$ cat src/rtl/spdif_bmc_decoder.sv
// spdif_bmc_decoder: oversampling biphase-mark decoder with B/M/W preamble framing,
// per-subframe parity check and clean-subframe lock tracking.
module spdif_bmc_decoder #(
    parameter int SHORT_MIN  = 3,
    parameter int SHORT_MAX  = 9,
    parameter int MEDIUM_MAX = 16,
    parameter int LONG_MAX   = 24,
    parameter int LOCK_COUNT = 4
) (
    input  logic        i_sys_clk,
    input  logic        i_sys_rst_n,
    input  logic        i_spdif,
    output logic        o_sf_valid,
    output logic [27:0] o_sf_data,
    output logic [1:0]  o_sf_pre,
    output logic        o_sf_parity_err,
    output logic        o_locked,
    output logic        o_err
);
    typedef enum logic [1:0] {HUNT, PRE, DATA} state_t;
    typedef enum logic [1:0] {C_S, C_M, C_L, C_X} cls_t;
    localparam int LW = $clog2(LOCK_COUNT + 1);
    localparam logic [5:0] PAT_B = {C_S, C_S, C_L};
    localparam logic [5:0] PAT_M = {C_L, C_S, C_S};
    localparam logic [5:0] PAT_W = {C_M, C_S, C_M};

    state_t        st_q, st_d;
    cls_t          c1_q, c1_d, c2_q, c2_d, cls;
    logic          s1_q, s2_q, s3_q, edge_w, glitch, timeout, bad, done;
    logic [7:0]    cnt_q, cnt_d;
    logic [1:0]    pidx_q, pidx_d, type_q, type_d, pre_d;
    logic          half_q, half_d, valid_d, perr_d, locked_d, err_d;
    logic [4:0]    bit_q, bit_d;
    logic [27:0]   sr_q, sr_d, data_d;
    logic [LW-1:0] lock_q, lock_d;
    logic [5:0]    seq;

    assign edge_w  = s2_q ^ s3_q;
    assign glitch  = edge_w && cnt_q < 8'(SHORT_MIN);
    assign timeout = !edge_w && cnt_q == 8'(LONG_MAX);
    assign cnt_d   = edge_w ? 8'd1 : cnt_q == 8'(LONG_MAX + 1) ? cnt_q : cnt_q + 8'd1;
    assign cls     = cnt_q <= 8'(SHORT_MAX) ? C_S : cnt_q <= 8'(MEDIUM_MAX) ? C_M :
                     cnt_q <= 8'(LONG_MAX) ? C_L : C_X;
    assign seq     = {c1_q, c2_q, cls};

    always_comb begin
        st_d = st_q;
        pidx_d = pidx_q;
        c1_d = c1_q;
        c2_d = c2_q;
        type_d = type_q;
        half_d = half_q;
        bit_d = bit_q;
        sr_d = sr_q;
        lock_d = lock_q;
        valid_d = 1'b0;
        err_d = 1'b0;
        data_d = o_sf_data;
        pre_d = o_sf_pre;
        perr_d = o_sf_parity_err;
        locked_d = o_locked;
        bad = glitch || timeout;
        done = 1'b0;
        if (edge_w && !glitch) begin
            if (st_q == HUNT) begin
                st_d = cls == C_L ? PRE : HUNT;
                pidx_d = 2'd1;
            end else if (st_q == PRE) begin
                // pulse 0 is the L that opened the preamble; only pulses 1..3 are kept
                pidx_d = pidx_q + 2'd1;
                c1_d = c2_q;
                c2_d = cls;
                if (pidx_q == 2'd0) begin
                    bad = cls != C_L;
                end else if (pidx_q == 2'd3) begin
                    bad = seq != PAT_B && seq != PAT_M && seq != PAT_W;
                    type_d = seq == PAT_B ? 2'd0 : seq == PAT_M ? 2'd1 : 2'd2;
                    st_d = DATA;
                    bit_d = 5'd0;
                    half_d = 1'b0;
                end
            end else if (cls == C_S && !half_q) begin
                half_d = 1'b1;
            end else if (cls == C_S || (cls == C_M && !half_q)) begin
                half_d = 1'b0;
                sr_d = {cls == C_S, sr_q[27:1]};
                bit_d = bit_q + 5'd1;
                done = bit_q == 5'd27;
            end else begin
                bad = 1'b1;
            end
        end
        if (done) begin
            valid_d = 1'b1;
            data_d = sr_d;
            pre_d = type_q;
            perr_d = ^sr_d;
            lock_d = perr_d ? '0 : lock_q == LW'(LOCK_COUNT) ? lock_q : lock_q + LW'(1);
            locked_d = o_locked || lock_d == LW'(LOCK_COUNT);
            st_d = PRE;
            pidx_d = 2'd0;
        end
        if (bad) begin
            st_d = HUNT;
            err_d = 1'b1;
            lock_d = '0;
            locked_d = 1'b0;
        end
    end

    always_ff @(posedge i_sys_clk or negedge i_sys_rst_n) begin
        if (!i_sys_rst_n) begin
            {s1_q, s2_q, s3_q} <= 3'b000;
            st_q <= HUNT;
            c1_q <= C_S;
            c2_q <= C_S;
            cnt_q <= '0;
            pidx_q <= '0;
            type_q <= '0;
            half_q <= 1'b0;
            bit_q <= '0;
            sr_q <= '0;
            lock_q <= '0;
            o_sf_valid <= 1'b0;
            o_sf_data <= '0;
            o_sf_pre <= '0;
            o_sf_parity_err <= 1'b0;
            o_locked <= 1'b0;
            o_err <= 1'b0;
        end else begin
            {s1_q, s2_q, s3_q} <= {i_spdif, s1_q, s2_q};
            st_q <= st_d;
            c1_q <= c1_d;
            c2_q <= c2_d;
            cnt_q <= cnt_d;
            pidx_q <= pidx_d;
            type_q <= type_d;
            half_q <= half_d;
            bit_q <= bit_d;
            sr_q <= sr_d;
            lock_q <= lock_d;
            o_sf_valid <= valid_d;
            o_sf_data <= data_d;
            o_sf_pre <= pre_d;
            o_sf_parity_err <= perr_d;
            o_locked <= locked_d;
            o_err <= err_d;
        end
    end
endmodule
$ cat config.mk
export PLATFORM = sky130hd
export DESIGN_NAME = spdif_bmc_decoder
export DESIGN_NICKNAME = d
export VERILOG_FILES = /design/src/rtl/spdif_bmc_decoder.sv
export SDC_FILE = /design/constraint.sdc
export NUM_CORES = 1
export LEC_CHECK = 0
export ABC_AREA = 1
export ABC_CLOCK_PERIOD_IN_PS = 5600
export CORE_MARGIN = 2
export CORE_UTILIZATION = 63
export DETAILED_ROUTE_END_ITERATION = 8
export HOLD_SLACK_MARGIN = 0.03
export PLACE_DENSITY = 0.93
export REMOVE_ABC_BUFFERS = 1
export SYNTH_ARGS = -nofsm -noshare
export SYNTH_HDL_FRONTEND = slang
export SYNTH_SLANG_ARGS = --single-unit
$ cat constraint.sdc
create_clock -name i_sys_clk -period 5.6 [get_ports i_sys_clk]
set_input_delay 0.56 -clock i_sys_clk [delete_from_list [all_inputs] [get_ports i_sys_clk]]
set_output_delay 0.56 -clock i_sys_clk [all_outputs]
set_load 0.005 [all_outputs]
==> out/metrics.cfg <==
[setup_path]
reg2reg_slack_ps = 2060
rr_worst_depth = 20
crit_required_ps = 5890
reg2reg_from = cnt_q[1]
r2r_end = o_locked
path_max_fanout = 34
arrival_ps = 3830
critPathCaptureType = flop
critPathLaunchType = flop
criticalPathCategory = flop to flop

[global_route]
antenna_found_initial = 0
grt_pass1_wl_mm = 17.8
grt_max_degree = 93
grt_pass1_vias = 3987
grt_overflow_total = 0
grt.total_usage = 0.260

[drt]
first_pass_iters = 5
vias = 4185
viasPerCell = 5.38
drt_iter0_drc = 342
drt-total-wl_mm = 10.2
wl_per_cell_um = 13.1
ant_nets = 0
post-route-drc-count = 0

[yosys]
seq_area_frac_synth = 0.465
yosysWarnings = 0
yosys-top-cells-area = dfrtp_1, nand2_1, inv_1, o21ai_0, nand3_1
syn-cell-area_sq_mm = 0.00495
synthArstFlopShare = 1.00
synthCells = 639
synth_top_area_cell = dfrtp_1
ys_ff_latch = 92
ys_types = 38
synth-edff-count = 0
synth_top_cell_area_share = 0.465
syn_area_per_cell_sq_um = 7.75
synthFlopType = dfrtp_1

[clock_network]
cts_repair_resize_count = 0
cts-root-buf = clkbuf_8
clockBufferDepth = 2
htree_levels = 3
post_cts_buffers = 0
clk_pin_slew_ps = 90
cts_num_sinks = 92
hold_buffers = 0
cts_buffers = 9
cts_tree = done
clk_latency_ps = 380

[power_and_ir_drop]
powerDensity_mw_per_mm2 = 220
ir_drop_mv = 0.137
leakagePower_nw = 2.76

[sta]
setup_viol = 0
worst_slew_pin_slew_ps = 1110
hold_ws_ps = 362
fin_crit_sh = 0.632
clock_skew_ps = 14.4
slew_headroom = 0.261
max_clock_freq_ghz = 0.283
finalMaxSlewViolations = 0
rsz0062_at_grt = no
fin_tns_setup_ps = 0
hold_violations = 0
min_period_ps = 3540

[place]
port_buffers = 36
dp_hpwl_mm = 7.16
gp_congestion = 0.880

[flow_run]
cap_violations = 0

[floorplan]
initial_core_util = 0.644
rows = 32
ioPinCount = 37
dieHeight_um = 92.7
die_w_um = 92.7
core_sq_mm = 0.00769
dieArea_sq_mm = 0.00859

[cells_and_area]
diodes = 0
nets = 683
area_growth_pct = 11.7
drive_gt1_frac = 0.117

[worst_hold_path]
worstHoldPathCells = 0
hold_class = flop to flop
holdPathEnd = s2_q
min_from = s1_q

[outcome]
status = complete, no violations

placed cells by master (no fill, tap or decap), types with 2 or more instances in the layout:
cell type	netlist	layout
nand2_1	222	222
dfrtp_1	92	92
inv_1	73	73
o21ai_0	41	41
nand3_1	36	36
clkdlybuf4s50_1	0	35
nor2_1	32	32
nand2_2	25	25
a21oi_1	15	15
inv_2	11	11
nand4_1	10	10
clkbuf_8	0	10
nor3_1	9	9
o21ai_2	9	9
ha_1	9	9
nor2_2	5	5
xor2_1	4	4
xnor2_1	4	4
clkinv_1	3	3
nand3_2	2	2
nand2_4	2	2
nor2_8	2	2
nor4_1	2	2
nor3b_1	2	2
clkinv_2	0	2
clkinvlp_4	0	2
buf_4	4	2
cells in the mapped netlist (2+ instances only):
cell type,n
nand3_2,2
clkinv_1,3
inv_1,73
o21ai_2,9
nand4_1,10
buf_4,4
nand2_4,2
inv_2,11
ha_1,9
nor2_1,32
o21ai_0,41
dfrtp_1,92
nor2_8,2
nand3_1,36
xnor2_1,4
nand2_2,25
nand2_1,222
clkbuf_1,7
nor4_1,2
nor3b_1,2
nor3_1,9
a21oi_1,15
xor2_1,4
buf_6,5
nor2_2,5
critical path, cell delays in order (launching register included):
cell,delay [ps]
dfrtp_1,400
inv_1,160
ha_1,200
nand2_1,70
nand3_2,90
nand2_4,100
a21oi_4,640
nand2_4,410
o21ai_2,290
inv_1,80
nand2_1,70
nand2_1,120
inv_2,80
nand2_1,50
nand2_1,60
nand3_1,80
nand2_1,110
nand3_1,90
nand2_2,110
nand3_1,80
a21oi_1,140
registers in the layout, summed over array words and instances (netlist names), 2 cells and up:
signal,flops
lock_q,3
cnt_q,8
o_sf_pre,2
sr_q,28
c1_q,2
type_q,2
st_q,2
o_sf_data,28
pidx_q,2
bit_q,5
c2_q,2
stage by stage:
stage | util | power (mW) | cell area, sq um | setup slack, ps | instances
after floorplan | - | 0.745 | 4840 | 2240 | 623
after global placement | 0.694 | 0.771 | 5330 | 2290 | 762
after detailed placement | 0.694 | 0.777 | 5330 | 2090 | 762
after CTS | 0.720 | 1.22 | 5530 | 2060 | 778
after global routing | 0.720 | 1.26 | 5530 | 1660 | 778
final | 0.720 | 1.22 | 5530 | 2060 | 778
cells by family after synthesis:
logic type      Yosys count  synth area share
simple gates            355             0.323
buf+inv                 103            0.0887
flops                    92             0.465
compound gates           71            0.0831
xor+xnor                  9            0.0174
fa+ha+maj                 9            0.0227
layout make-up:
cell class	instances	area, sq um
Fill cell	589	2150
Clock inverter	6	63.8
Multi-Input combinational cell	444	2210
Clock buffer	10	138
Timing Repair Buffer	37	365
Inverter	87	327
Tap cell	102	128
Sequential cell	92	2300
power by group:
group	switching, mW	total (mW)	leakage [nW]	internal (mW)
clock	0.239	0.456	0.0983	0.218
sequential	0.00939	0.684	1.27	0.675
combinational	0.0556	0.0789	1.39	0.0233
layer usage:
| layer | part of all wire | vias to the layer above | global-route usage |
|---|---|---|---|
| li1 | - | 2067 | - |
| met2 | 0.49 | 131 | 0.426 |
| met4 | 0.021 | 0 | 0.104 |
| met3 | 0.050 | 24 | 0.0374 |
| met1 | 0.44 | 1963 | 0.352 |
| met5 | 0 | - | 0 |
worst max path at each step:
stage,from,end,cells after the start
6_report,cnt_q[1],o_locked,20
5_1_grt,cnt_q[1],o_locked,24
4_1_cts,cnt_q[1],o_locked,20
3_5_place_dp,cnt_q[1],o_locked,20
3_3_place_gp,cnt_q[1],o_locked,24
2_1_floorplan,cnt_q[1],pidx_q[1],13
Note: power is estimated with default switching activity, not from simulation.
